**src/rtl/mmp_iddmm_var.sv**
```systemverilog
// Word-serial Montgomery modular multiplier (CIOS): res = x*y*R^-1 mod m, R = 2^(K*len).
// The operand length len (1..N words) is chosen per task.
//
// Ports:
//   clk, rst_n          clock, asynchronous active-low reset
//   wr_ena/addr/data    word writes into the x (bit0), y (bit1) and m (bit2) RAMs; ignored while busy
//   m1                  -m^-1 mod 2^K, latched on grant
//   len                 operand length in words, latched on grant
//   task_req            start request
//   task_grant          1-cycle pulse: request accepted
//   task_err            1-cycle pulse: request rejected (len == 0 or len > N)
//   busy                high from the grant cycle through the task_end cycle
//   task_end            1-cycle pulse: result RAM holds the result
//   rd_addr / rd_data   result RAM read port, 1-cycle registered latency
//
// Optional feature macro MMP_IDDMM_RES_STREAM_EN adds res_valid/res_data, which stream the
// result words low word first, starting in the task_end cycle. busy is held until the last word.

module mmp_iddmm_var #(
  parameter int unsigned K      = 16,
  parameter int unsigned N      = 8,
  parameter int unsigned ADDR_W = $clog2(N),
  parameter int unsigned LEN_W  = $clog2(N + 1)
) (
  input  logic              clk,
  input  logic              rst_n,
  input  logic [2:0]        wr_ena,
  input  logic [ADDR_W-1:0] wr_addr,
  input  logic [K-1:0]      wr_data,
  input  logic [K-1:0]      m1,
  input  logic [LEN_W-1:0]  len,
  input  logic              task_req,
  output logic              task_grant,
  output logic              task_err,
  output logic              busy,
  output logic              task_end,
  input  logic [ADDR_W-1:0] rd_addr,
  output logic [K-1:0]      rd_data
`ifdef MMP_IDDMM_RES_STREAM_EN
  ,
  output logic              res_valid,
  output logic [K-1:0]      res_data
`endif
);

  localparam int unsigned TW = $clog2(N + 2);
  localparam int unsigned SW = 2 * K + 1;

  // StInit is the grant cycle; the accumulator is cleared on the accept edge.
  typedef enum logic [2:0] {
    StIdle, StInit, StLoopA, StLoopQ, StLoopB, StFinal, StDone, StStream
  } state_e;

  state_e             state_q;
  logic [LEN_W-1:0]   len_q, i_q, j_q;
  logic [K-1:0]       m1_q, q_q;
  logic [K:0]         c_q;
  logic               borrow_q;
  logic               grant_q, err_q, busy_q, end_q;
  logic [K-1:0]       rd_data_q;

  logic [K-1:0]       x_ram   [N];
  logic [K-1:0]       y_ram   [N];
  logic [K-1:0]       m_ram   [N];
  logic [K-1:0]       res_ram [N];
  logic [K-1:0]       t_q     [N + 2];

`ifdef MMP_IDDMM_RES_STREAM_EN
  logic               sv_q;
  logic [K-1:0]       sd_q;
`endif

  // Datapath signals
  logic               legal, accept, last, use_t;
  logic [TW-1:0]      tj_idx, tl_idx, tl1_idx;
  logic [ADDR_W-1:0]  j_a;
  logic [K-1:0]       x_w, y_w, m_w, t_j, t_len, t_len1;
  logic [K-1:0]       mul_a, mul_b;
  logic [2*K-1:0]     prod, qprod;
  logic [SW-1:0]      acc;
  logic [K:0]         diff;
  logic [LEN_W-1:0]   i_nx;

  always_comb begin
    legal   = (len != '0) && (32'(len) <= N);
    accept  = (state_q == StIdle) && !busy_q && task_req && legal;
    last    = (j_q == len_q);
    tj_idx  = TW'(j_q);
    tl_idx  = TW'(len_q);
    tl1_idx = TW'(len_q) + TW'(1);
    j_a     = j_q[ADDR_W-1:0];
    x_w     = x_ram[j_a];
    y_w     = y_ram[i_q[ADDR_W-1:0]];
    m_w     = m_ram[j_a];
    t_j     = t_q[tj_idx];
    t_len   = t_q[tl_idx];
    t_len1  = t_q[tl1_idx];
    mul_a   = (state_q == StLoopB) ? q_q : x_w;
    mul_b   = (state_q == StLoopB) ? m_w : y_w;
    prod    = {{K{1'b0}}, mul_a} * {{K{1'b0}}, mul_b};
    qprod   = {{K{1'b0}}, t_q[0]} * {{K{1'b0}}, m1_q};
    // The j == len step of both loops only folds the carry into the top word.
    acc     = SW'(t_j) + SW'(c_q) + (last ? '0 : SW'(prod));
    diff    = {1'b0, t_j} - {1'b0, m_w} - {{K{1'b0}}, borrow_q};
    // Keep t unless it overflowed into t_len or t - m did not underflow.
    use_t   = (t_len != K'(1)) && borrow_q;
    i_nx    = i_q + LEN_W'(1);
  end

  // RAMs and accumulator: not reset.
  always_ff @(posedge clk) begin
    if (!busy_q) begin
      if (wr_ena[0]) x_ram[wr_addr] <= wr_data;
      if (wr_ena[1]) y_ram[wr_addr] <= wr_data;
      if (wr_ena[2]) m_ram[wr_addr] <= wr_data;
    end
    if (accept) begin
      for (int k = 0; k < int'(N) + 2; k++) t_q[TW'(k)] <= '0;
    end
    if (state_q == StLoopA) begin
      t_q[tj_idx] <= acc[K-1:0];
      if (last) t_q[tl1_idx] <= K'(acc[K]);
    end
    if (state_q == StLoopB) begin
      if (j_q != '0) t_q[tj_idx - TW'(1)] <= acc[K-1:0];
      if (last) t_q[tl_idx] <= t_len1 + K'(acc[K]);
    end
    if (state_q == StFinal) res_ram[j_a] <= diff[K-1:0];
    // Single-cycle rewrite of the result RAM from the t shadow copy.
    if (state_q == StDone && use_t) begin
      for (int k = 0; k < int'(N); k++) begin
        if (k < int'(len_q)) res_ram[ADDR_W'(k)] <= t_q[TW'(k)];
      end
    end
  end

  // Control FSM with registered outputs.
  always_ff @(posedge clk or negedge rst_n) begin
    if (!rst_n) begin
      state_q   <= StIdle;
      len_q     <= '0;
      i_q       <= '0;
      j_q       <= '0;
      m1_q      <= '0;
      q_q       <= '0;
      c_q       <= '0;
      borrow_q  <= 1'b0;
      grant_q   <= 1'b0;
      err_q     <= 1'b0;
      busy_q    <= 1'b0;
      end_q     <= 1'b0;
      rd_data_q <= '0;
`ifdef MMP_IDDMM_RES_STREAM_EN
      sv_q      <= 1'b0;
      sd_q      <= '0;
`endif
    end else begin
      grant_q   <= 1'b0;
      err_q     <= 1'b0;
      end_q     <= 1'b0;
      rd_data_q <= res_ram[rd_addr];
`ifdef MMP_IDDMM_RES_STREAM_EN
      sv_q      <= 1'b0;
`endif
      unique case (state_q)
        StIdle: begin
          // busy covers the task_end / last stream cycle; drop it before accepting again.
          if (busy_q) begin
            busy_q <= 1'b0;
          end else if (task_req) begin
            if (legal) begin
              len_q   <= len;
              m1_q    <= m1;
              i_q     <= '0;
              grant_q <= 1'b1;
              busy_q  <= 1'b1;
              state_q <= StInit;
            end else begin
              err_q <= 1'b1;
            end
          end
        end
        StInit: begin
          j_q     <= '0;
          c_q     <= '0;
          state_q <= StLoopA;
        end
        StLoopA: begin
          if (last) begin
            j_q     <= '0;
            c_q     <= '0;
            state_q <= StLoopQ;
          end else begin
            j_q <= j_q + LEN_W'(1);
            c_q <= acc[SW-1:K];
          end
        end
        StLoopQ: begin
          q_q     <= qprod[K-1:0];
          j_q     <= '0;
          c_q     <= '0;
          state_q <= StLoopB;
        end
        StLoopB: begin
          if (last) begin
            j_q      <= '0;
            c_q      <= '0;
            i_q      <= i_nx;
            borrow_q <= 1'b0;
            state_q  <= (i_nx < len_q) ? StLoopA : StFinal;
          end else begin
            j_q <= j_q + LEN_W'(1);
            c_q <= acc[SW-1:K];
          end
        end
        StFinal: begin
          borrow_q <= diff[K];
          if (j_q == len_q - LEN_W'(1)) begin
            j_q     <= '0;
            state_q <= StDone;
          end else begin
            j_q <= j_q + LEN_W'(1);
          end
        end
        StDone: begin
          end_q   <= 1'b1;
          state_q <= StIdle;
`ifdef MMP_IDDMM_RES_STREAM_EN
          sv_q <= 1'b1;
          sd_q <= use_t ? t_q[0] : res_ram[0];
          if (len_q > LEN_W'(1)) begin
            j_q     <= LEN_W'(1);
            state_q <= StStream;
          end
`endif
        end
        StStream: begin
`ifdef MMP_IDDMM_RES_STREAM_EN
          sv_q <= 1'b1;
          sd_q <= res_ram[j_a];
`endif
          if (j_q == len_q - LEN_W'(1)) begin
            j_q     <= '0;
            state_q <= StIdle;
          end else begin
            j_q <= j_q + LEN_W'(1);
          end
        end
        default: state_q <= StIdle;
      endcase
    end
  end

  assign task_grant = grant_q;
  assign task_err   = err_q;
  assign busy       = busy_q;
  assign task_end   = end_q;
  assign rd_data    = rd_data_q;
`ifdef MMP_IDDMM_RES_STREAM_EN
  assign res_valid  = sv_q;
  assign res_data   = sd_q;
`endif

endmodule

```
**config.mk**
```make
export PLATFORM = sky130hd
export DESIGN_NAME = mmp_iddmm_var
export DESIGN_NICKNAME = d
export VERILOG_FILES = /design/src/rtl/mmp_iddmm_var.sv
export SDC_FILE = /design/constraint.sdc
export NUM_CORES = 2
export LEC_CHECK = 0
export CAP_MARGIN = 15
export CORE_MARGIN = 1.5
export CORE_UTILIZATION = 35
export DETAILED_ROUTE_END_ITERATION = 7
export GPL_TIMING_DRIVEN = 1
export SETUP_SLACK_MARGIN = 0.2
export SYNTH_ARGS = -nofsm -noshare
export SYNTH_HDL_FRONTEND = slang
export SYNTH_SLANG_ARGS = --single-unit
export TNS_END_PERCENT = 1
```
**constraint.sdc**
```tcl
create_clock -name clk -period 12.4 [get_ports clk]
set_input_delay 2.48 -clock clk [delete_from_list [all_inputs] [get_ports clk]]
set_output_delay 2.48 -clock clk [all_outputs]
set_load 0.01 [all_outputs]
```
==> metrics.yaml <==
outcome: "finished clean"
grt_pass1_vias: 39900
drt_iter0_drc: 5756
synthesis.area_um2: 55500
drive_gt1_share_pct: 13.7
dpl_cell_area_um2: 58800
synthTopCellsByCount: "768 x edfxtp_1, 464 x nand2_1, 449 x inv_1, 293 x fa_1, 236 x nor2_1"
final_antenna_net_count: 0
clkLatencyLatePin_ns: 0.74
critical_path.most_common_cell: "fa_1"
cts-hold-fix-buffers: 0
holdCritStartpoint: "m1_q[15]$_DFFE_PN0P_"
finalInstanceArea_um2: 62100
worstSetupStartpointType: "flop"
fp.coreArea_um2: 157000
netlist_instances: 4728
dr.pass1.iters: 8
r2r_end: "t_q[14][8]$_DFFE_PP_"
start_util_pct: 35.4
tightest_slew_ns: 1.39
synth_edf_count: 768
vias_per_cell: 5.88
setup-violations-final: 0
synthesis.nets: 5278
yosysMostFrequentCell: "edfxtp_1"
clockBufferDepth: 3
worst-path-buf-inv: 7
p_per_area_nw_per_um2: 99.0
top_usage_layer: "met2"
numCtsBuffers: 94
areaGrowthSynthToFinish_pct: 11.9
slowest_delay_ns: 0.62
gp_congestion: 0.968
cp_top_family: "adder cells"
period_needed_ns: 11.57
p_leak_nw: 23.8
finalHoldViolations: 0
root_buffer: "clkbuf_16"
fin_tns_setup_ns: 0
crit_path_max_fanout: 29
grt_max_degree: 54
reg2reg_slack_ns: 0.83
cap_viol_max_count: 0
period_share_pct: 93.3
r2r-start: "j_q[2]$_DFFE_PN0P_"
yosysTopAreaCellShare_pct: 41.6
yosysWarnings: 0
dp_hpwl_um: 139000
max-slew-margin-rel_pct: 6.46
nNetsFinal: 5303
clock_sinks: 853
vdd_drop_max_v: 0.0000992
fin_skew_ns: 0.0429
clk_pin_slew_ns: 0.07
grt_pass1_wl_um: 280000
wl_per_cell_um: 28.0
hold_end: "m1_q[15]$_DFFE_PN0P_"
synth_ff_type: "edfxtp_1"
worstPathRequired_ns: 12.84
cts_setup_buffers: 0
yosys_register_bits: 853
final_max_slew_viol_count: 0
max_freq_mhz: 86.4
grtUsageMet2_pct: 35.2
die_h_um: 401
async_flop_share_pct: 9.96
antenna_found_initial: 5
drc: 0
via_count: 40600
grt_use_met1_pct: 32.0
worst_path_max_delay_cell: "dfrtp_4"
use_met3_pct: 6.51
grt-ovfl-total: 0
crit_arrival_ns: 12.01
hold_depth: 2
cts_tree: "built"
yosys.area.top_type: "edfxtp_1"
row_count: 145
die_area_um2: 161000
hp-class: "reg2reg"
die_w_um: 401
portBuffers: 67
ys_types: 109
totalWireLength_um: 193000
gr-usage-all-layers_pct: 23.5
ys_seq_area_share_pct: 45.4
syn_avg_cell_area_um2: 11.7
worst_setup_path_end_kind: "flop"
crit_type: "reg2reg"
htreeDepth: 3
rsz0062_at_grt: "true"
synthTopCellsByArea: "edfxtp_1 42%, fa_1 11%, mux4_2 5.7%"
reg2reg_depth: 41
io_pins: 68
final_core_util_pct: 39.6
-- routing by layer --
metal	wire [um]	part of all wire, %
met3	22100	11
met2	83700	43
met4	9400	4.9
met5	159	0.082
met1	78000	40
-- registers in the layout, summed over array words and instances, names as in the netlist, 16 cells and up --
name	flops
t_q	256
m1_q	16
m_ram	128
x_ram	128
q_q	16
y_ram	128
rd_data	16
res_ram	128
c_q	17
-- final cells by class --
cell class                 instances  area [um^2]
sequential                       853        25200
tap                             2058         2570
timing repair buffer             225         1920
clock buffer                     119         2510
fill                           15000        94600
inverter                         456         1710
clock inverter                    58          724
antenna                            2         5.00
multi-input combinational       3123        27500
-- how the worst max path moves through the flow --
stage                  startpoint               endpoint  slack [ns]  cells past startpoint
2_1_floorplan  i_q[0]$_DFFE_PN0P_   t_q[12][6]$_DFFE_PP_        2.23                     41
3_3_place_gp   j_q[2]$_DFFE_PN0P_  t_q[10][14]$_DFFE_PP_        0.77                     42
3_5_place_dp   j_q[2]$_DFFE_PN0P_   t_q[9][14]$_DFFE_PP_        0.64                     42
4_1_cts        j_q[2]$_DFFE_PN0P_   t_q[9][14]$_DFFE_PP_        0.60                     42
5_1_grt        j_q[2]$_DFFE_PN0P_   t_q[14][8]$_DFFE_PP_        0.17                     41
6_report       j_q[2]$_DFFE_PN0P_   t_q[14][8]$_DFFE_PP_        0.83                     41
-- cell usage in the layout, fill, tap and decap left out, types with 73 or more instances in the layout --
cell type,synthesis,final
mux2i_1,132,132
ha_1,209,208
mux4_2,141,141
a22oi_1,109,109
inv_1,449,449
nand2_1,464,463
o22ai_1,164,164
nor2_1,236,226
fa_1,293,293
clkbuf_16,0,95
buf_4,8,152
dfrtp_1,85,80
nand3_1,73,73
edfxtp_1,768,768
a21oi_1,111,111
xnor2_1,80,79
mux2_2,124,124
o21ai_0,166,144
and2_1,79,79
nand2b_1,87,87
-- cells by family after synthesis --
| family | share of synthesized area (%) |
|---|---|
| AOI/OAI and AO/OA | 9.60 |
| xor gates and xnor gates | 2.05 |
| adders and majority gates | 15.3 |
| buffers and inverters | 5.35 |
| DFF | 45.4 |
| muxes | 11.5 |
| and+or+nand+nor | 10.8 |
-- what timing repair did --
item	in CTS	in global routing
gates resized for setup	0	4
hold endpoints to repair	0	0
endpoints found under the setup margin	0	78
-- metrics by stage --
| stage | std cells | total power [mW] | hold slack [ns] | setup slack [ns] |
|---|---|---|---|---|
| after CTS | 6887 | 6.18 | 0.492 | 0.605 |
| after global routing | 6892 | 6.29 | 0.533 | 0.166 |
| after detailed placement | 6710 | 3.26 | 0.470 | 0.644 |
| after global placement | 6710 | 3.26 | 0.470 | 0.771 |
| final | 6894 | 6.15 | 0.497 | 0.831 |
| after floorplan | 4728 | 3.20 | 0.445 | 2.23 |
-- power breakdown --
group | total, mW | switching [mW] | internal, mW
Combinational | 0.0833 | 0.0495 | 0.0338
Clock | 2.95 | 1.23 | 1.72
Sequential | 3.12 | 0.00115 | 3.12
Total | 6.15 | 1.28 | 4.87
-- tightest hold or removal path: cells and delay by family, from the launching register on --
kind / cells / cell delay, ns
DFF: 1 / 0.36
and+or+nand+nor: 2 / 0.11
(Power assumes the default switching activity.)
